<file path="src/rtl/sync_test_sequencer.sv">
// Drives test words through a clock-domain-crossing path under test and checks
// the returned data; handles 2FF (timed), strobe (ack rise) and toggle (any ack edge) handshakes.
module sync_test_sequencer #(
    parameter int unsigned  N       = 8,
    parameter logic [N-1:0] SEED    = N'(8'hA5),
    parameter int unsigned  SETTLE  = 6,
    parameter int unsigned  TIMEOUT = 255
) (
    input  logic         clk,
    input  logic         rst_n,
    input  logic         start,
    input  logic [1:0]   mode,
    input  logic [7:0]   num_words,
    input  logic         ack_async,
    input  logic [N-1:0] rx_data,
    output logic [N-1:0] tx_data,
    output logic         ena_a,
    output logic         req_pulse,
    output logic         busy,
    output logic         done,
    output logic [7:0]   err_cnt,
    output logic         timeout
);

    typedef enum logic [2:0] {
        IDLE,
        LOAD,
        REQ,
        WAIT_ACK,
        CHECK,
        DONE
    } state_t;

    typedef enum logic [1:0] {
        MODE_2FF    = 2'b00,
        MODE_PULSE  = 2'b01,
        MODE_TOGGLE = 2'b10,
        MODE_RSVD   = 2'b11
    } mode_t;

    localparam int unsigned CMAX = (TIMEOUT > SETTLE) ? TIMEOUT : SETTLE;
    localparam int unsigned CW   = $clog2(CMAX + 1);
    localparam logic [CW-1:0] SETTLE_LAST  = CW'(SETTLE - 1);
    localparam logic [CW-1:0] TIMEOUT_LAST = CW'(TIMEOUT - 1);

    state_t        state, state_nxt;
    mode_t         mode_q;
    logic [7:0]    num_q;
    logic [7:0]    idx;
    logic [7:0]    idx_inc;
    logic [N-1:0]  pattern;
    logic [N-1:0]  pattern_inc;
    logic [CW-1:0] wait_cnt;

    logic ack_s1, ack_s2, ack_s3;
    logic ack_rise, ack_any, ack_qual;

    logic run_start, run_empty, wait_clr, wait_inc, check_en, to_set;

    // Only ack_s2/ack_s3 feed the control logic; ack_async never is used raw.
    always_ff @(posedge clk or negedge rst_n) begin
        if (!rst_n) begin
            ack_s1 <= 1'b0;
            ack_s2 <= 1'b0;
            ack_s3 <= 1'b0;
        end else begin
            ack_s1 <= ack_async;
            ack_s2 <= ack_s1;
            ack_s3 <= ack_s2;
        end
    end

    assign ack_rise    = ack_s2 & ~ack_s3;
    assign ack_any     = ack_s2 ^ ack_s3;
    assign ack_qual    = (mode_q == MODE_PULSE) ? ack_rise : ack_any;
    assign idx_inc     = idx + 8'd1;
    assign pattern_inc = pattern + N'(1);

    always_ff @(posedge clk or negedge rst_n) begin
        if (!rst_n) begin
            state <= IDLE;
        end else begin
            state <= state_nxt;
        end
    end

    always_comb begin
        state_nxt = state;
        run_start = 1'b0;
        run_empty = 1'b0;
        wait_clr  = 1'b0;
        wait_inc  = 1'b0;
        check_en  = 1'b0;
        to_set    = 1'b0;
        ena_a     = 1'b0;
        req_pulse = 1'b0;
        busy      = 1'b0;
        done      = 1'b0;
        case (state)
            IDLE: begin
                if (start) begin
                    if (mode_t'(mode) != MODE_RSVD && num_words != '0) begin
                        run_start = 1'b1;
                        state_nxt = LOAD;
                    end else begin
                        run_empty = 1'b1;
                        state_nxt = DONE;
                    end
                end
            end
            LOAD: begin
                busy      = 1'b1;
                ena_a     = 1'b1;
                state_nxt = REQ;
            end
            REQ: begin
                busy      = 1'b1;
                req_pulse = (mode_q != MODE_2FF);
                wait_clr  = 1'b1;
                state_nxt = WAIT_ACK;
            end
            WAIT_ACK: begin
                busy = 1'b1;
                if (mode_q == MODE_2FF) begin
                    if (wait_cnt == SETTLE_LAST) state_nxt = CHECK;
                    else                         wait_inc  = 1'b1;
                end else if (ack_qual) begin
                    state_nxt = CHECK;
                end else if (wait_cnt == TIMEOUT_LAST) begin
                    to_set    = 1'b1;
                    state_nxt = DONE;
                end else begin
                    wait_inc = 1'b1;
                end
            end
            CHECK: begin
                busy      = 1'b1;
                check_en  = 1'b1;
                state_nxt = (idx_inc == num_q) ? DONE : LOAD;
            end
            DONE: begin
                done      = 1'b1;
                state_nxt = IDLE;
            end
            default: state_nxt = IDLE;
        endcase
    end

    always_ff @(posedge clk or negedge rst_n) begin
        if (!rst_n) begin
            mode_q   <= MODE_2FF;
            num_q    <= '0;
            idx      <= '0;
            pattern  <= SEED;
            wait_cnt <= '0;
            tx_data  <= '0;
            err_cnt  <= '0;
            timeout  <= 1'b0;
        end else begin
            if (run_start) begin
                mode_q  <= mode_t'(mode);
                num_q   <= num_words;
                idx     <= '0;
                pattern <= SEED;
                tx_data <= SEED;
                err_cnt <= '0;
                timeout <= 1'b0;
            end
            if (run_empty) begin
                err_cnt <= '0;
                timeout <= 1'b0;
            end
            if (wait_clr) begin
                wait_cnt <= '0;
            end else if (wait_inc) begin
                wait_cnt <= wait_cnt + CW'(1);
            end
            if (check_en) begin
                pattern <= pattern_inc;
                idx     <= idx_inc;
                if (rx_data != pattern && err_cnt != 8'hFF) begin
                    err_cnt <= err_cnt + 8'd1;
                end
                // tx_data is loaded one cycle early so it is valid throughout LOAD.
                if (state_nxt == LOAD) begin
                    tx_data <= pattern_inc;
                end
            end
            if (to_set) begin
                timeout <= 1'b1;
            end
        end
    end

endmodule

</file>
<file path="config.mk">
export PLATFORM = sky130hd
export DESIGN_NAME = sync_test_sequencer
export DESIGN_NICKNAME = d
export VERILOG_FILES = /design/src/rtl/sync_test_sequencer.sv
export SDC_FILE = /design/constraint.sdc
export NUM_CORES = 1
export LEC_CHECK = 0
export ABC_AREA = 1
export CAP_MARGIN = 5
export CORE_MARGIN = 2
export CORE_UTILIZATION = 35
export DETAILED_ROUTE_END_ITERATION = 10
export HOLD_SLACK_MARGIN = 0.02
export MAX_ROUTING_LAYER = met4
export SYNTH_ARGS = -nofsm -noshare
export SYNTH_HDL_FRONTEND = slang
export SYNTH_SLANG_ARGS = --single-unit
</file>
<file path="constraint.sdc">
create_clock -name clk -period 4.4 [get_ports clk]
set_clock_uncertainty 0.2 [all_clocks]
set_input_delay 0.44 -clock clk [delete_from_list [all_inputs] [get_ports clk]]
set_output_delay 0.44 -clock clk [all_outputs]
set_load 0.1 [all_outputs]
</file>
==> metrics.md <==
| Metric | Value |
|---|---|
| Total GRT Usage | approximately 16% |
| Synth Warn # | 0 |
| Sequential fraction of the synthesis area | roughly 44% |
| Die Wd | approximately 100 µm |
| Syn Inst Count | between 400 and 500 |
| Via count of the routed design | around 2,800 |
| Vias per inst | approximately 4.7 |
| Top Family by Delay on Critical Path | buffers and inverters |
| Most common flop cell mapped by yosys | dfrtp_1 |
| Clock Latency Late Sink | roughly 0.35 ns |
| Share of post-route cells with drive strength above 1 | between 10% and 20% |
| CP max FO | 12 |
| Maxcap violations | 0 |
| Fill count | between 900 and 1,000 |
| Max Clk Rate | just over 300 MHz |
| Flops & latches, synth | 57 |
| Area Overhead vs Synth | 23.0% |
| DRC violations left | 0 |
| Cell Area, Synth | 3230 µm² |
| Setup TNS Final | 0 ns |
| Min-Delay Path Class | reg2reg |
| Placed Area | 3770 µm² |
| Worst path cell trace | nor3_1 > inv_1 > nor2_1 > clkdlybuf4s50_1 |
| Core Area | 9110 µm² |
| Cell count along the critical path | 4 |
| Crit path from | state[2] |
| Antenna cells | 0 |
| TritonRoute pass-1 iters | 4 |
| Final wirelength | ~7.3 mm |
| Slowest cell on crit path | clkdlybuf4s50_1 |
| Critical setup path kind | reg2out |
| Port Buffer Count | 42 |
| Initial antenna violation count | 0 |
| DP HPWL | 5.36 mm |
| Fraction of registers with async set/reset | 100% |
| Number of global-route vias before repair | approximately 2,700 |
| Slew HR | a little over a third |
| Power per cell area | between 600 and 700 nW/µm² |
| Critical Path Max Stage Delay | 1.14 ns |
| FF-to-FF End | idx[1] |
| Clock Sinks | 57 |
| Htree depth | 3 |
| Starting density of the core | between 30% and 40% |
| Reg-to-reg startpoint | state[2] |
| Clk pin slew, worst setup/hold paths | about 0.06 ns |
| Post-Layout Inst Area | about 4000 µm² |
| DR iter-0 viols | around 170 |
| Unrepaired setup endpoints after global routing | false |
| Row count | 35 |
| Buffers and inverters on the worst path | 2 |
| First-pass GRT wire length | approximately 12 mm |
| Routed length per instance | between 10 and 15 µm |
| Post-synth EDFFs | 0 |
| Max-slew violation count | 0 |
| Most frequent cells in the layout | 94 x nand2_1, 67 x inv_1, 53 x dfrtp_1 |
| Pre-CTS WS | roughly 1.5 ns |
| Worst R2R Setup Slack | roughly 2 ns |
| Final Hold Vio Count | 0 |
| PnR worst setup slack | roughly 1.2 ns |
| I/O Pins | 43 |
| Die area | 10,000 µm² |
| Clock buffer depth | 2 |
| Fin crit period | about 3.2 ns |
| Status | finished, final reports clean |
| Maximum vdd drop | between 0.0004 and 0.0005 V |
| Final core utilization | 43.7% |
| Data required, critical path | about 3.8 ns |
| Worst-Margin Slew | around 0.97 ns |
| Final Wtd Congestion | about 0.86 |
| Final worst-path cycle share | between 70 and 80% |
| Worst setup endpoint | req_pulse |
| Yosys cell types | 38 |
| CTS buffer count | 9 |
| Remaining Overflow, GRT | 0 |
| R2R cell count | 9 |
| Setup violators final | 0 |
| Antenna viol nets, final | 0 |
| Commonest non-fill, non-tap cell in the layout | nand2_1 |
| CTS tree | built |
| Largest net degree at the start of global routing | 30 |
| Die height | 100 µm |
| Post-Syn Nets | 447 |
| Worst Min Path Start | ack_s1 |
| Final #Nets | 497 |
| Startpoint Class | register |
| Clk root buf | clkbuf_8 |
| Critical Path End Type | primary output |
| CP arrival | roughly 2.6 ns |
| Synth Area per Inst | approximately 7.7 µm² |
| Pleak | around 1.9 nW |
## worst min-delay path by stage
stage                         to  slack (ns)  cells after the start
after floorplan           ack_s1       -0.06                      0
after global placement    ack_s2        0.14                      0
after detailed placement  ack_s2        0.14                      0
after CTS                 ack_s2        0.15                      0
after global routing      ack_s2        0.17                      0
final                     ack_s2        0.15                      0
## registers in the layout, summed over array words and instances (netlist names)
name      cells
ack_s1        1
ack_s2        1
ack_s3        1
err_cnt       8
idx           8
mode_q        2
num_q         8
pattern       8
state         3
timeout       1
tx_data       8
wait_cnt      8
## logic make-up after synthesis
| group | Yosys count | share of synthesized area [%] |
|---|---|---|
| and+or+nand+nor | 201 | 30.0 |
| buffers and inverters | 84 | 10.2 |
| AOI/OAI and AO/OA | 61 | 10.7 |
| DFF | 57 | 44.3 |
| xor gates and xnor gates | 8 | 2.17 |
| adders and majority gates | 7 | 2.71 |
## through the flow
| step | hold slack, ns | cells | total power, mW |
|---|---|---|---|
| CTS | 0.154 | 584 | 2.51 |
| global placement | 0.138 | 567 | 1.97 |
| finish | 0.150 | 584 | 2.48 |
| global route | 0.171 | 584 | 2.67 |
| detailed placement | 0.139 | 567 | 2.00 |
| floorplan | -0.0556 | 418 | 1.73 |
## worst reg2reg max path: cells and delay by family (launching register included)
family / cells / cell delay (ns)
AND/OR/NAND/NOR: 4 / 0.94
buffers and inverters: 4 / 0.56
flip-flops: 1 / 0.40
AO/OA/AOI/OAI: 1 / 0.21
## layout make-up
type	instances	area, µm²	share of cell area (%)
Sequential cell	57	1430	36.0
Clock inverter	3	40.0	1.01
Timing Repair Buffer	46	445	11.2
Multi-Input combinational cell	277	1470	37.0
Tap cell	111	139	3.49
Inverter	77	289	7.27
Clock buffer	13	159	4.00
## what timing repair did
action	CTS	global route
hold buffers	1	0
buffers inserted	0	0
hold endpoints to repair	28	0
resized for setup	0	0
## cell usage after synthesis, types with 6 or more instances
cell type  count  share of area, %
nand2_1       94                11
inv_1         67               7.8
dfrtp_1       53                41
nand3_1       35               5.4
nor2_1        34               3.9
o21ai_1       18               2.8
o21ai_0       15               2.3
a21oi_1       12               1.9
inv_2         10               1.2
o22ai_1        8               1.5
ha_1           7               2.7
nand4_1        6               1.2
xnor2_1        6               1.6
## per-layer routing
metal / part of all wire (%) / GRT usage [%] / vias to the layer above
met5: 0 / - / -
met4: 1.6 / 5.37 / 0
met3: 3.1 / 4.25 / 11
met2: 46 / 24.3 / 34
met1: 49 / 21.5 / 1276
li1: - / - / 1429
## power by group
group	leakage (nW)	switching (mW)	internal (mW)
Sequential	0.730	0.143	0.684
Combinational	1.07	0.800	0.359
Clock	0.103	0.206	0.291
Power figures use the tool's default switching activity.
